<file path="config.mk">
export PLATFORM = sky130hd
export DESIGN_NAME = fixed_point_expander
export DESIGN_NICKNAME = d
export VERILOG_FILES = /design/src/rtl/fixed_point_expander.sv
export SDC_FILE = /design/constraint.sdc
export NUM_CORES = 1
export LEC_CHECK = 0
export ABC_AREA = 0
export BUFFER_PORTS_ARGS = -buffer_cell sky130_fd_sc_hd__buf_2
export CORE_ASPECT_RATIO = 1.75
export CORE_MARGIN = 2
export CORE_UTILIZATION = 38
export DETAILED_ROUTE_END_ITERATION = 10
export GPL_TIMING_DRIVEN = 0
export SYNTH_ARGS = -nofsm -noshare
export SYNTH_HDL_FRONTEND = slang
export SYNTH_SLANG_ARGS = --single-unit
</file>
<file path="constraint.sdc">
create_clock -name clk -period 2.05 [get_ports clk]
set_clock_uncertainty 0.1 [all_clocks]
set_input_delay 0.41 -clock clk [delete_from_list [all_inputs] [get_ports clk]]
set_output_delay 0.41 -clock clk [all_outputs]
set_load 0.02 [all_outputs]
</file>
<file path="src/rtl/fixed_point_expander.sv">
// fixed_point_expander: widens signed Q8.8 words to signed Q16.16 and passes
// them through a 2-entry elastic buffer with valid/ready on both sides.
// A frame counter marks the last word of each kernel window (out_last) and
// pulses frame_done the cycle after that word leaves the buffer.
module fixed_point_expander #(
    parameter int DATA_BITS     = 16,
    parameter int INTERNAL_BITS = 32,
    parameter int FRAC_SHIFT    = 8,
    parameter int FRAME_LEN     = 9,
    parameter int DEPTH         = 2
) (
    input  logic                     clk,
    input  logic                     rst,
    input  logic                     clear,
    input  logic                     in_valid,
    input  logic [DATA_BITS-1:0]     in_data,
    output logic                     in_ready,
    output logic                     out_valid,
    output logic [INTERNAL_BITS-1:0] out_data,
    output logic                     out_last,
    input  logic                     out_ready,
    output logic                     frame_done
);

    localparam int SIGN_BITS = INTERNAL_BITS - DATA_BITS - FRAC_SHIFT;
    localparam int CNT_W     = (FRAME_LEN > 1) ? $clog2(FRAME_LEN) : 1;
    localparam logic [CNT_W-1:0] LAST_IDX = CNT_W'(FRAME_LEN - 1);
    localparam logic [1:0]       DEPTH_W  = 2'(DEPTH);

    logic [1:0]               count, count_nxt;
    logic [INTERNAL_BITS-1:0] head, head_nxt;
    logic [INTERNAL_BITS-1:0] tail, tail_nxt;
    logic [CNT_W-1:0]         frame_cnt, frame_nxt;
    logic                     frame_done_nxt;
    logic [INTERNAL_BITS-1:0] conv;
    logic                     push, pop;

    // Pure bit placement: sign-extend above, zero fraction bits below.
    assign conv = {{SIGN_BITS{in_data[DATA_BITS-1]}}, in_data, {FRAC_SHIFT{1'b0}}};

    assign push     = in_valid && in_ready;
    assign pop      = out_valid && out_ready;
    assign out_data = head;
    assign out_last = out_valid && (frame_cnt == LAST_IDX);

    // Next-state for buffer occupancy, entries and frame position.
    always_comb begin
        count_nxt      = count;
        head_nxt       = head;
        tail_nxt       = tail;
        frame_nxt      = frame_cnt;
        frame_done_nxt = 1'b0;
        if (clear) begin
            count_nxt = '0;
            frame_nxt = '0;
        end else begin
            if (pop) begin
                frame_nxt      = (frame_cnt == LAST_IDX) ? '0 : frame_cnt + CNT_W'(1);
                frame_done_nxt = out_last;
            end
            // push implies count < 2 and pop implies count > 0, so push+pop
            // only occurs with one entry held: the new word replaces the head.
            case ({push, pop})
                2'b10: begin
                    if (count == 2'd0) begin
                        head_nxt  = conv;
                        count_nxt = 2'd1;
                    end else begin
                        tail_nxt  = conv;
                        count_nxt = 2'd2;
                    end
                end
                2'b01: begin
                    if (count == 2'd2) begin
                        head_nxt = tail;
                    end
                    count_nxt = count - 2'd1;
                end
                2'b11: begin
                    head_nxt = conv;
                end
                default: ;
            endcase
        end
    end

    // State registers; handshake outputs come straight from flops.
    always_ff @(posedge clk or negedge rst) begin
        if (!rst) begin
            count      <= '0;
            head       <= '0;
            tail       <= '0;
            frame_cnt  <= '0;
            in_ready   <= 1'b0;
            out_valid  <= 1'b0;
            frame_done <= 1'b0;
        end else begin
            count      <= count_nxt;
            head       <= head_nxt;
            tail       <= tail_nxt;
            frame_cnt  <= frame_nxt;
            in_ready   <= (count_nxt < DEPTH_W);
            out_valid  <= (count_nxt != 2'd0);
            frame_done <= frame_done_nxt;
        end
    end

endmodule
</file>
==> metrics.txt <==
PD cells=1414 nW/um^2; die area=6069 sq um; Sw Ratio=0.3448; highest routed layer=met4; Congestion Overflow GR=0; layout cell share with drive strength beyond 1=0.6087; die span in y=101.6 um; met3 wire length=163 um; Antenna Nets Post-Route=0; Final Max Tran Viols=0; met2 wire length=2087 um; clock transition at the registers of the reported paths=0.08 ns; clk sinks=41; measured slew at the worst slew-check pin=0.9241 ns; period utilization=0.9840; Tot Pwr=3778 uW; CP Cell Sequence=nand2_2 -> inv_2 -> ha_4 -> nand3b_1 -> a221oi_4 -> buf_4 -> mux2_2; fin area=2671 sq um; dpl cells=270; Fillers=490; Max Fanout on Critical Path=4; die width=59.75 um; internal power=2475 uW; final hold violation count=0; Ant. Diodes=0; top cells by area, synth=dfrtp_1 50%, mux2_2 26%, buf_4 5.8%; top cell type by total area after synthesis=dfrtp_1; Arr. time, crit path=2.09 ns; YS warnings=0; layout net count=258; CP Class=reg -> reg; # Max-Cap Violations=0; Register Area=1028 sq um; effective utilization at floorplan=0.3933; Total GRT Usage=0.1324; min-delay worst type=in -> async; Synth Instances=161; Worst setup EP type=flip-flop; synth unique cells=28; Synth Area per Inst=12.84 sq um; number of synthesized register bits=41; min Tclk post-route=2.017 ns; Max Clock Freq=0.4957 GHz; Final HPWL DP=2692 um; Remaining DRCs=0; Max transition margin=0.3840; Post-synth top flop=dfrtp_1; async set-or-reset flop fraction in the synthesized netlist=1.000; fin cells=285; drt total wl=3860 um; top-area cell type share of the netlist area=0.4964; antenna violations before repair=0; status=completed; Worst EP required=2.12 ns; global-route wire length before repair=6044 um; met1 wire length=1584 um; FF-to-FF setup slack=0.03 ns; I/O Pins=57; Core Area=5255 sq um; GP Congestion=0.7415; slowest CP cell=dfrtp_2; Finished Core Util=0.5083; Comb pwr share=0.463; vias in the first global route=1328; Worst Setup Start Kind=flip-flop; RR Startpoint=in_ready$_DFF_PN0_; detailed-route via count=1389; CTS max path bufs=2; Port Buffers=47; multi-input logic area=965.9 sq um; synth-to-layout area growth=29.24%; CTS Buf Count=5; largest net degree at the start of global routing=42; Post-Syn Area=2067 sq um; Hold-fix buffers, CTS=0; row count=35; iteration count of the initial detailed-routing pass=4; clock latency on the worst-skew pair=0.29 ns; First DRT Iteration DRCs=41; FF-to-FF path depth=7; setup violators final=0; CTS H-Tree Depth=2; Worst R2R End=out_data[17]$_DFFE_PN0P_; delay of the slowest cell on the worst path=0.41 ns; peak supply drop=636.2 uV; RSZ-0062 raised after global routing=true; Seq pwr share=0.359; CTS tree=built; register area share after synthesis=0.4964; Clock Power Share=0.178; leak pwr=0.001315 uW; Switch Pwr=1303 uW; EDFF count, synth=0; Vias/cell=4.874; placed cell areas=2422 sq um; Root Buffer=clkbuf_8; wire length per cell=13.54 um
==> cells in the final DEF, fill, tap and decap left out, types with 2 or more instances in the layout <==
cell | netlist | routed
buf_2 | 3 | 48
dfrtp_1 | 41 | 39
mux2_2 | 48 | 34
buf_4 | 16 | 23
mux2_4 | 0 | 14
inv_1 | 9 | 8
conb_1 | 1 | 8
ha_1 | 8 | 6
clkbuf_8 | 0 | 6
nand2_1 | 6 | 4
nand3_1 | 4 | 4
nand2b_1 | 3 | 3
buf_6 | 1 | 3
a21oi_1 | 3 | 3
nor2_1 | 2 | 2
or3_1 | 2 | 2
dfrtp_2 | 0 | 2
==> cell usage after synthesis, types with 2 or more instances <==
library cell and number:
a21oi_1 3, buf_2 3, buf_4 16, dfrtp_1 41, ha_1 8, inv_1 9
mux2_2 48, nand2_1 6, nand2b_1 3, nand3_1 4, nor2_1 2, or3_1 2
==> power groups by stage <==
stage	clock [uW]	sequential (uW)	combinational [uW]
after detailed placement	0	1380	1560
final	671	1360	1750
after global routing	727	1410	1900
after CTS	704	1360	1640
after floorplan	0	1580	922
after global placement	0	1370	1530
==> worst max-delay path, delay by kind of cell (launching register included) <==
kind | cells | cell delay [ns]
buffers and inverters | 2 | 0.23
DFF | 1 | 0.41
adders and majority gates | 1 | 0.16
muxes | 1 | 0.32
AOI/OAI and AO/OA | 1 | 0.40
and+or+nand+nor | 2 | 0.29
==> area by class of cell <==
type / count / share of cell area
multi-input cells: 97 / 0.3616
well taps: 55 / 0.02576
repair buffers: 55 / 0.1133
flip-flops and latches: 41 / 0.3850
clock inverters: 2 / 0.01405
clock buffers: 6 / 0.03091
plain buffers: 20 / 0.05667
inverters: 9 / 0.01265
==> cell families after synthesis <==
logic type	share of synthesized area
flops	0.4964
buf+inv	0.08898
other cells	0.001814
simple gates	0.06236
compound gates	0.03572
mux	0.2663
fa+ha+maj	0.04843
==> state kept, by name, summed over array words and instances, names as in the netlist <==
register,flops
count,2
frame_cnt,4
frame_done,1
in_ready,1
out_data,16
out_valid,1
tail,16
==> repair_timing <==
item                                    CTS  global route
cloned                                    1             0
pin swaps                                 4             2
hold endpoints to repair                  0             0
buffers inserted                          5             2
endpoints found under the setup margin   26            21
gates resized for setup                   6            17
==> metal layers <==
| layer | vias to the layer above | track usage |
|---|---|---|
| met3 | 2 | 0.03065 |
| met2 | 42 | 0.2383 |
| met4 | 0 | 0.04615 |
| met1 | 676 | 0.1472 |
| met5 | - | 0 |
| li1 | 669 | - |
==> metrics by stage <==
step / setup TNS (ns) / worst slack, ns / hold slack, ns
floorplan: -0.2137 / -0.02137 / 0.01441
global placement: -5.856 / -0.3079 / 0.3821
detailed placement: -6.289 / -0.3360 / 0.3906
finish: 0 / 0.03274 / 0.1485
global route: -1.041 / -0.08737 / 0.2291
CTS: 0 / 0.002319 / 0.1794
==> how the worst max path moves through the flow <==
stage / depth (start not counted) / start / to / slack, ns
global route: 7 / in_ready$_DFF_PN0_ / out_data[19]$_DFFE_PN0P_ / -0.09
finish: 7 / in_ready$_DFF_PN0_ / out_data[17]$_DFFE_PN0P_ / 0.03
global placement: 7 / out_ready / out_data[18]$_DFFE_PN0P_ / -0.31
CTS: 7 / in_ready$_DFF_PN0_ / out_data[19]$_DFFE_PN0P_ / 0.002
detailed placement: 7 / out_ready / out_data[22]$_DFFE_PN0P_ / -0.34
floorplan: 7 / in_ready$_DFF_PN0_ / out_data[10]$_DFFE_PN0P_ / -0.02
No activity file was read; power rests on OpenSTA's default activity.
